[src/rtl/mem_loader_pkg.sv]
// mem_loader_pkg: shared states and constants for the byte-stream firmware loader
package mem_loader_pkg;
    typedef enum logic [2:0] {
        S_LEN,
        S_DATA,
        S_WRITE,
        S_VERIFY,
        S_DONE,
        S_ERROR
    } state_e;
    localparam logic [3:0] WSTRB_ALL = 4'b1111;
    localparam int LEN_BYTES = 4;
endpackage

[src/rtl/mem_loader_if.sv]
// mem_loader_if: byte-stream input and native memory bus seen by the loader
interface mem_loader_if;
    logic [7:0]  in_byte;
    logic        in_byte_en;
    logic        in_ready;
    logic        mem_valid;
    logic [31:0] mem_addr;
    logic [31:0] mem_wdata;
    logic [3:0]  mem_wstrb;
    logic        mem_ready;
    logic [31:0] mem_rdata;
    modport master (
        input  in_byte, in_byte_en, mem_ready, mem_rdata,
        output in_ready, mem_valid, mem_addr, mem_wdata, mem_wstrb
    );
    modport slave (
        output in_byte, in_byte_en, mem_ready, mem_rdata,
        input  in_ready, mem_valid, mem_addr, mem_wdata, mem_wstrb
    );
endinterface

[src/rtl/mem_loader_word_asm.sv]
// mem_loader_word_asm: gathers four LSB-first bytes; word/word_valid present the completed word in the cycle its last byte arrives
module mem_loader_word_asm
    import mem_loader_pkg::*;
(
    input  logic        clk,
    input  logic        reset,
    input  logic        clear,
    input  logic        byte_en,
    input  logic [7:0]  byte_in,
    output logic [31:0] word,
    output logic        word_valid
);
    logic [1:0]  cnt;
    logic [23:0] sh;
    assign word       = {byte_in, sh};
    assign word_valid = byte_en && cnt == 2'(LEN_BYTES - 1);
    // shift each accepted byte in from the top so the first byte lands in bits 7:0
    always_ff @(posedge clk) begin
        if (reset || clear) begin
            cnt <= '0;
            sh  <= '0;
        end else if (byte_en) begin
            cnt <= cnt + 2'd1;
            sh  <= {byte_in, sh[23:8]};
        end
    end
endmodule

[src/rtl/mem_loader.sv]
// mem_loader: byte-stream firmware loader writing words over the native memory bus; read-back check under MEM_LOADER_VERIFY_EN
module mem_loader
    import mem_loader_pkg::*;
#(
    parameter logic [31:0] BASE_ADDR = 32'h0000_0000,
    parameter int unsigned MEM_SIZE  = 4096
) (
    input  logic         clk,
    input  logic         reset,
    mem_loader_if.master bus,
    output logic         hold_core,
    output logic         done,
    output logic         error,
    output logic [31:0]  err_addr
);
    state_e      state;
    logic [31:0] n;
    logic [31:0] i;
    logic [31:0] i_nxt;
    logic [31:0] word;
    logic        word_valid;
    assign i_nxt        = i + 32'd1;
    assign bus.in_ready = !reset && (state == S_LEN || state == S_DATA);
    mem_loader_word_asm u_asm (
        .clk        (clk),
        .reset      (reset),
        .clear      (!bus.in_ready),
        .byte_en    (bus.in_byte_en && bus.in_ready),
        .byte_in    (bus.in_byte),
        .word       (word),
        .word_valid (word_valid)
    );
    // load sequencer: length, data words, bus writes (and read-back), terminal states
    always_ff @(posedge clk) begin
        if (reset) begin
            state         <= S_LEN;
            n             <= '0;
            i             <= '0;
            bus.mem_valid <= 1'b0;
            bus.mem_addr  <= '0;
            bus.mem_wdata <= '0;
            bus.mem_wstrb <= '0;
            hold_core     <= 1'b1;
            done          <= 1'b0;
            error         <= 1'b0;
            err_addr      <= '0;
        end else begin
            case (state)
                S_LEN: if (word_valid) begin
                    n <= word;
                    i <= '0;
                    if (word > MEM_SIZE) begin
                        state    <= S_ERROR;
                        error    <= 1'b1;
                        err_addr <= word;
                    end else if (word == '0) begin
                        state     <= S_DONE;
                        done      <= 1'b1;
                        hold_core <= 1'b0;
                    end else begin
                        state <= S_DATA;
                    end
                end
                S_DATA: if (word_valid) begin
                    state         <= S_WRITE;
                    bus.mem_valid <= 1'b1;
                    bus.mem_addr  <= BASE_ADDR + {i[29:0], 2'b00};
                    bus.mem_wdata <= word;
                    bus.mem_wstrb <= WSTRB_ALL;
                end
                S_WRITE: if (bus.mem_ready) begin
                    bus.mem_valid <= 1'b0;
                    i             <= i_nxt;
`ifdef MEM_LOADER_VERIFY_EN
                    state <= S_VERIFY;
`else
                    state     <= (i_nxt == n) ? S_DONE : S_DATA;
                    done      <= i_nxt == n;
                    hold_core <= i_nxt != n;
`endif
                end
`ifdef MEM_LOADER_VERIFY_EN
                S_VERIFY: if (!bus.mem_valid) begin
                    bus.mem_valid <= 1'b1;
                    bus.mem_wstrb <= '0;
                end else if (bus.mem_ready) begin
                    bus.mem_valid <= 1'b0;
                    if (bus.mem_rdata != bus.mem_wdata) begin
                        state    <= S_ERROR;
                        error    <= 1'b1;
                        err_addr <= bus.mem_addr;
                    end else begin
                        state     <= (i == n) ? S_DONE : S_DATA;
                        done      <= i == n;
                        hold_core <= i != n;
                    end
                end
`endif
                default: ;
            endcase
        end
    end
endmodule

[src/flat_wrapper.sv]
// flat-port wrapper written by rule: the top's interface ports become plain ports
module mem_loader_flat import mem_loader_pkg::*;
#(
    parameter logic [31:0] BASE_ADDR = 32'h0000_0000,
    parameter int unsigned MEM_SIZE  = 4096
)
  (clk, reset, hold_core, done, error, err_addr, bus_in_byte, bus_in_byte_en, bus_mem_ready, bus_mem_rdata, bus_in_ready, bus_mem_valid, bus_mem_addr, bus_mem_wdata, bus_mem_wstrb);
  mem_loader_if bus_i ();
  input  logic clk;
  input  logic reset;
  output logic hold_core;
  output logic done;
  output logic error;
  output logic [31:0] err_addr;
  input wire logic [$bits(bus_i.in_byte)-1:0] bus_in_byte;
  input wire logic [$bits(bus_i.in_byte_en)-1:0] bus_in_byte_en;
  input wire logic [$bits(bus_i.mem_ready)-1:0] bus_mem_ready;
  input wire logic [$bits(bus_i.mem_rdata)-1:0] bus_mem_rdata;
  output wire logic [$bits(bus_i.in_ready)-1:0] bus_in_ready;
  output wire logic [$bits(bus_i.mem_valid)-1:0] bus_mem_valid;
  output wire logic [$bits(bus_i.mem_addr)-1:0] bus_mem_addr;
  output wire logic [$bits(bus_i.mem_wdata)-1:0] bus_mem_wdata;
  output wire logic [$bits(bus_i.mem_wstrb)-1:0] bus_mem_wstrb;
  assign bus_i.in_byte = bus_in_byte;
  assign bus_i.in_byte_en = bus_in_byte_en;
  assign bus_i.mem_ready = bus_mem_ready;
  assign bus_i.mem_rdata = bus_mem_rdata;
  assign bus_in_ready = bus_i.in_ready;
  assign bus_mem_valid = bus_i.mem_valid;
  assign bus_mem_addr = bus_i.mem_addr;
  assign bus_mem_wdata = bus_i.mem_wdata;
  assign bus_mem_wstrb = bus_i.mem_wstrb;
  mem_loader #(.BASE_ADDR(BASE_ADDR), .MEM_SIZE(MEM_SIZE)) u_core (.clk(clk), .reset(reset), .bus(bus_i), .hold_core(hold_core), .done(done), .error(error), .err_addr(err_addr));
endmodule
[config.mk]
export PLATFORM = sky130hd
export DESIGN_NAME = mem_loader_flat
export DESIGN_NICKNAME = d
export VERILOG_FILES = /design/src/rtl/mem_loader_pkg.sv /design/src/rtl/mem_loader_if.sv /design/src/rtl/mem_loader_word_asm.sv /design/src/rtl/mem_loader.sv /design/src/flat_wrapper.sv
export SDC_FILE = /design/constraint.sdc
export NUM_CORES = 1
export LEC_CHECK = 0
export BUFFER_PORTS_ARGS = -buffer_cell sky130_fd_sc_hd__clkbuf_2
export CAP_MARGIN = 20
export CORE_ASPECT_RATIO = 0.6
export CORE_MARGIN = 5
export CORE_UTILIZATION = 55
export DETAILED_ROUTE_END_ITERATION = 8
export GPL_TIMING_DRIVEN = 0
export MAX_ROUTING_LAYER = met4
export PLACE_DENSITY = 0.84
export SYNTH_ARGS = -nofsm -noshare
export SYNTH_HDL_FRONTEND = slang
export SYNTH_HIERARCHICAL = 1
export SYNTH_SLANG_ARGS = --single-unit
[constraint.sdc]
create_clock -name clk -period 4.4 [get_ports clk]
set_clock_uncertainty 0.15 [all_clocks]
set_input_delay 0.88 -clock clk [delete_from_list [all_inputs] [get_ports clk]]
set_output_delay 0.88 -clock clk [all_outputs]
set_load 0.05 [all_outputs]
==> results of run 1 <==
==> power groups by stage <==
| stage | Sequential [uW] | Combinational, uW | Clock, uW |
|---|---|---|---|
| floorplan | 1780 | 60.4 | 0 |
| global placement | 1780 | 88.1 | 0 |
| detailed placement | 1780 | 89.3 | 0 |
| CTS | 1740 | 89.9 | 1670 |
| global route | 1740 | 97.0 | 1760 |
| finish | 1740 | 91.8 | 1660 |
==> state kept, by name, summed over array words and instances, names as in the netlist, 2 cells and up <==
register and cells:
u_core/i 32, u_core/bus.mem_wdata 32, u_core/u_asm/sh 24, u_core/state 3
u_core/u_asm/cnt 2, u_core/n 32, u_core/err_addr 32, u_core/bus.mem_addr 30
==> worst paths after layout <==
path,to,slack [ns],cells after the start
setup / recovery,u_core/n[21]$_SDFFE_PP0P_,0.56,14
hold / removal,u_core/bus.mem_addr[13]$_SDFFE_PP0P_,0.31,2
setup reg to reg,u_core/n[21]$_SDFFE_PP0P_,0.56,14
hold reg to reg,u_core/bus.mem_addr[13]$_SDFFE_PP0P_,0.31,2
==> metal layers <==
metal	track usage	up-vias
li1	-	3899
met1	0.432	3897
met2	0.395	427
met3	0.0847	15
met4	0.0393	0
met5	-	-
==> critical path: cells and delay by family, from the launching register on <==
kind / cells / cell delay (ns)
simple gates: 6 / 1.51
buf+inv: 6 / 1.31
flops: 1 / 0.33
compound gates: 2 / 0.47
==> cell usage after synthesis (all sizes together), types with 11 or more instances <==
| library cell | n |
|---|---|
| nand2 | 271 |
| dfxtp | 192 |
| a21oi | 158 |
| nor2 | 84 |
| clkbuf | 60 |
| buf | 35 |
| o21ai | 31 |
| mux2i | 26 |
| xor2 | 23 |
| nor4 | 21 |
| xnor2 | 21 |
| nor3 | 18 |
| nand4 | 15 |
| nand3 | 14 |
| a311oi | 11 |
==> final cells by class <==
type | instances | area (sq um) | area share
buffer | 95 | 492 | 0.0495
clock buffer | 17 | 425 | 0.0429
clock inverter | 15 | 216 | 0.0218
inverter | 5 | 18.8 | 0.00189
multi-input combinational | 775 | 4110 | 0.414
sequential | 192 | 3840 | 0.387
tap | 203 | 254 | 0.0256
timing repair buffer | 114 | 571 | 0.0575
==> logic make-up (layout without fill, tap and decap cells) <==
| logic type | count (synthesis) | after routing |
|---|---|---|
| AO/OA/AOI/OAI | 233 | 233 |
| other | 1 | 2 |
| buffers and inverters | 100 | 246 |
| adder cells (fa/ha/maj) | 2 | 2 |
| flip-flops | 192 | 192 |
| multiplexers | 27 | 27 |
| AND/OR/NAND/NOR | 467 | 467 |
| XOR/XNOR | 44 | 44 |
==> metrics by stage <==
stage	util	hold WS, ns
5_1_grt	0.653	0.331
3_5_place_dp	0.611	0.296
2_1_floorplan	-	0.298
3_3_place_gp	0.611	0.291
4_1_cts	0.653	0.306
6_report	0.653	0.306
==> run_results.csv, run 1 <==
group,metric,value,unit
run_status,outcome,"complete, no violations",
timing,period_share,0.874,
timing,maxSlewHeadroom,0.351,
synth,yosysWarnings,6,
synth,yosysTopAreaCell,"dfxtp_1",
detailed_routing,drt_iter0_markers,1062,
detailed_routing,wl_met3,3.38,mm
job,drv_cap,0,
synth,synth.avg_cell_area,7.93,sq um
setup_path,slowest_stage,"clkbuf_1",
timing,fin_ws,0.555,ns
clocking,ctsHoldBuffers,0,
layout,finalNetCount,1246,
power_and_ir_drop,clkPwrFrac,0.475,
synth,synth_xor_area_frac,0.0456,
place,dpl.cell_count,1384,
synth,async_flop_share,0,
synth,yosysSeqAreaShare,0.455,
detailed_routing,ant_nets,0,
clocking,numCtsBuffers,17,
setup_path,setup.worst_path.start_class,"register",
die,start_util,0.557,
place,dpl-instance-area,9290,sq um
setup_path,crit_chain,"clkbuf_1 -> or3_1 -> inv_1 -> and2_1 -> buf_6 -> buf_6 -> and2_1 -> nor2b_1 -> and2_1 -> clkbuf_1 -> o21a_1 -> clkbuf_1 -> nand2_1 -> a21oi_1",
grt,grt_pass1_wl,40.3,mm
detailed_routing,top_layer_used,"met4",
timing,hold_viol_final,0,
die,io_pins,149,
clocking,cts-root-buf,"clkbuf_16",
grt,grt_max_degree,21,
power_and_ir_drop,switching_share,0.243,
layout,layout-drive-gt1-share,0.157,
clocking,clkTransAtPathRegs,0.08,ns
synth,netlist_instances,1066,
clocking,cts_setup_buffers,0,
clocking,htreeDepth,4,
synth,synth_simple_gate_area_frac,0.249,
layout,antennaDiodeCount,0,
detailed_routing,drt-wirelength-per-cell,18.4,um
detailed_routing,vias,8238,
detailed_routing,avgViaCountPerCell,5.82,
min_path,holdCritPathClass,"reg -> reg",
place,post-place-ws,0.210,ns
synth,synth_top_area_frac,0.455,
clocking,cts_max_path_buffers,2,
layout,design_area,9930,sq um
detailed_routing,drc_errors,0,
power_and_ir_drop,seqPwrFrac,0.498,
power_and_ir_drop,intPower,2650,uW
timing,worstMarginPinSlew,0.965,ns
synth,ys_ff_latch,192,
power_and_ir_drop,p_per_area,352,nW/um^2
die,row_count,35,
setup_path,worst-path-max-fanout,10,
power_and_ir_drop,p_leak,0.00374,uW
setup_path,crit_type,"reg -> reg",
place,numPortBuffers,114,
grt,gr-total-overflow,0,
setup_path,arrival,4.05,ns
setup_path,crit_path_end_kind,"register",
layout,areaGrowthSynthToFinish,17.4,%
synth,ys.flop_type,"dfxtp_1",
detailed_routing,firstDrtPassIters,6,
setup_path,crit_start,"u_core/state[1]$_SDFFE_PP0P_",
synth,synth-edff-count,0,
power_and_ir_drop,combPwrFrac,0.026,
timing,drv_slew,0,
place,dpl.hpwl,19.2,mm
timing,finalSetupTns,0,ns
grt,grt_antenna_before_repair,0,
clocking,clk_latency,0.43,ns
power_and_ir_drop,ir_drop,0.000297,V
clocking,ctsResizeCount,0,
synth,synth_top_family_by_area,"simple AND/OR/NAND/NOR gates",
detailed_routing,drt-met1-wl,11.8,mm
die,die_h,106,um
die,fp.dieArea,18000,sq um
power_and_ir_drop,p_total,3500,uW
setup_path,worstReg2RegStart,"u_core/state[1]$_SDFFE_PP0P_",
layout,final_common_cell,"nand2_1",
place,gp_congestion,0.966,
timing,timing.fmax,260,MHz
synth,muxShareOfSynthArea,0.0321,
timing,rsz0062_at_grt,"no",
grt,grtUsageTotal,0.289,
layout,layoutNonFillerInstCount,1416,
layout,fillCellCount,1315,
synth,synthAdderAreaFrac,0.00296,
timing,setup_viol,0,
clocking,clock_sinks,192,
setup_path,cp.required,4.61,ns
timing,finalCriticalPeriod,3.84,ns
layout,final_cell_mix,"271 x nand2_1, 192 x dfxtp_1, 158 x a21oi_1",
clocking,cts_tree,"yes",
die,coreArea,15200,sq um
synth,synth_cell_types,57,
detailed_routing,wl_met2,10.8,mm
setup_path,max_stage_delay,0.44,ns
grt,grt_pass1_vias,7370,
synth,synth_area_leaders,"dfxtp_1 45%, nand2_1 12%, a21oi_1 9.4%, nor2_1 3.7%, mux2i_1 3.1%",
synth,syn_area,8460,sq um
min_path,min-delay-start,"u_core/bus.mem_addr[13]$_SDFFE_PP0P_",
die,die_width,170,um
power_and_ir_drop,p_sw,848,uW
detailed_routing,routed_wl,26.1,mm
synth,synth_compound_area_frac,0.155,
Note: power is estimated with default switching activity, not from simulation.
==> run 2, diff against run 1 <==
--- a/config.mk
+++ b/config.mk
@@ -5,7 +5,7 @@
 export SDC_FILE = /design/constraint.sdc
 export NUM_CORES = 1
 export LEC_CHECK = 0
-export BUFFER_PORTS_ARGS = -buffer_cell sky130_fd_sc_hd__clkbuf_2
+export BUFFER_PORTS_ARGS = -buffer_cell sky130_fd_sc_hd__buf_4
 export CAP_MARGIN = 20
 export CORE_ASPECT_RATIO = 0.6
 export CORE_MARGIN = 5
@@ -16,5 +16,4 @@
 export PLACE_DENSITY = 0.84
 export SYNTH_ARGS = -nofsm -noshare
 export SYNTH_HDL_FRONTEND = slang
-export SYNTH_HIERARCHICAL = 1
 export SYNTH_SLANG_ARGS = --single-unit
==> run_results.csv, run 2 <==
group,metric,value,unit
clocking,cts-root-buf,"clkbuf_16",
timing,finalCriticalPeriod,3.71,ns
synth,netlist_instances,1097,
synth,synth_top_area_frac,0.451,
setup_path,worst-r2r-setup-slack,0.69,ns
synth,yosysTopAreaCell,"dfxtp_1",
timing,finalSetupTns,0,ns
grt,grt_antenna_before_repair,0,
die,die_h,106,um
clocking,clk_latency,0.44,ns
detailed_routing,routed_wl,27.9,mm
synth,synth_area_leaders,"dfxtp_1 45%, nand2_1 12%, a21oi_1 9.5%, nor2_1 3.7%, mux2i_1 3.2%",
timing,maxSlewHeadroom,0.374,
detailed_routing,drt_iter0_markers,915,
grt,top_usage_layer,"met1",
layout,layout-drive-gt1-share,0.147,
layout,final_common_cell,"nand2_1",
layout,design_area,10200,sq um
place,dpl.hpwl,20.8,mm
grt,met3_usage,0.0658,
synth,async_flop_share,0,
synth,synth-edff-count,0,
clocking,cts_setup_buffers,0,
timing,worstMarginPinSlew,0.936,ns
detailed_routing,firstDrtPassIters,5,
layout,finalNetCount,1277,
layout,areaGrowthSynthToFinish,20.1,%
die,start_util,0.558,
power_and_ir_drop,p_per_area,336,nW/um^2
synth,synth_top_cells_by_count,"270 x nand2_1, 192 x dfxtp_1, 162 x a21oi_1",
timing,timing.fmax,270,MHz
setup_path,crit_type,"reg -> reg",
grt,grt_pass1_wl,43.5,mm
place,numPortBuffers,113,
timing,setup_viol,0,
detailed_routing,drt-wirelength-per-cell,19.3,um
synth,syn_area,8530,sq um
synth,ys_ff_latch,192,
timing,period_share,0.843,
synth,synth_most_common_cell,"nand2_1",
grt,grt_max_degree,21,
detailed_routing,vias,8575,
clocking,numCtsBuffers,17,
die,io_pins,149,
min_path,holdCritPathClass,"reg -> reg",
die,row_count,35,
power_and_ir_drop,p_leak,0.00382,uW
setup_path,arrival,3.90,ns
synth,yosysWarnings,0,
grt,met1_usage,0.475,
synth,synth_cell_types,58,
job,drv_cap,0,
clocking,ctsHoldBuffers,0,
grt,grtUsageTotal,0.314,
layout,antennaDiodeCount,0,
synth,synth.avg_cell_area,7.78,sq um
grt,gr-total-overflow,0,
grt,met2_usage,0.428,
timing,drv_slew,0,
detailed_routing,avgViaCountPerCell,5.93,
detailed_routing,drc_errors,0,
detailed_routing,ant_nets,0,
clocking,clock_sinks,192,
clocking,htreeDepth,4,
synth,yosysSeqAreaShare,0.451,
die,die_width,171,um
timing,holdWs,0.306,ns
setup_path,crit_path_end_kind,"register",
setup_path,setup.worst_path.start_class,"register",
power_and_ir_drop,ir_drop,0.000188,V
run_status,outcome,"complete, no violations",
timing,hold_viol_final,0,
clocking,cts_max_path_buffers,2,
clocking,ctsResizeCount,0,
timing,rsz0062_at_grt,"no",
setup_path,cp.required,4.59,ns
place,dpl-instance-area,9650,sq um
setup_path,worst-path-max-fanout,10,
grt,grt_pass1_vias,7925,
place,gp_congestion,0.993,
synth,ys.flop_type,"dfxtp_1",
clocking,cts_tree,"yes",
layout,final_cell_mix,"270 x nand2_1, 192 x dfxtp_1, 162 x a21oi_1",
clocking,clkTransAtPathRegs,0.08,ns
die,coreArea,15300,sq um
die,fp.dieArea,18200,sq um
run 2: cell types whose count changed in the layout (fill, tap and decap cells not counted), moves of 5 or more:
cell	delta
inv_1	+7
buf_2	+5
or4_1	+5
buf_4	+106
xnor2_1	+8
nand4_1	+6
or3_1	+9
clkbuf_2	-114
xor2_1	-9
a311oi_1	-10
o21ai_0	+6
run 2: metal layers:
layer  up-vias  part of all wire
met5         -                 0
met4         0             0.016
met3        46              0.12
met2       479              0.40
met1      4030              0.46
li1       4020                 -
run 2: power by group:
part | leakage [uW] | switching [uW] | internal, uW
combinational | 0.00198 | 84.3 | 34.7
sequential | 0.00155 | 19.1 | 1750
clock | 0.000285 | 789 | 767
run 2: cells by family after synthesis:
group           after synthesis  share of synthesized area
simple gates                488                      0.263
compound gates              239                      0.153
flops                       192                      0.451
buf+inv                     103                     0.0518
xor+xnor                     43                     0.0442
mux                          28                     0.0330
fa+ha+maj                     3                    0.00411
other cells                   1                   0.000440
run 2: layout make-up:
class                   count  area (sq um)
plain buffers              91           397
flip-flops and latches    192          3840
fillers                  1325          5040
clock buffers              18           429
repair buffers            114           860
multi-input cells         803          4250
well taps                 203           254
inverters                  12          45.0
clock inverters            14           166
run 2: per-stage QoR:
stage	util	power, uW	cells	worst slack, ns
after floorplan	-	1870	1098	1.19
after global placement	0.630	1920	1414	0.361
after detailed placement	0.631	1920	1415	0.621
after CTS	0.670	3440	1447	0.809
after global routing	0.670	3530	1447	0.577
final	0.670	3440	1447	0.692
run 2: critical path, stage by stage, from the launching register on:
cell	delay (ns)
dfxtp_1	0.49
ha_1	0.34
nand3_2	0.18
buf_2	0.24
nor3_1	0.46
nand4b_1	0.19
a221o_1	0.43
a211oi_1	0.32
nand4_1	0.13
or3b_1	0.42
a211oi_1	0.25
run 2: worst paths after layout:
kind                                                             from                               endpoint  cells after the start
worst max-delay path                         u_core.i[1]$_SDFFE_PP0P_               u_core.done$_SDFFE_PP0P_                     10
worst min-delay path            u_core.bus.mem_wdata[12]$_SDFFE_PP0P_  u_core.bus.mem_wdata[12]$_SDFFE_PP0P_                      2
worst max register to register               u_core.i[1]$_SDFFE_PP0P_               u_core.done$_SDFFE_PP0P_                     10
worst min register to register  u_core.bus.mem_wdata[12]$_SDFFE_PP0P_  u_core.bus.mem_wdata[12]$_SDFFE_PP0P_                      2
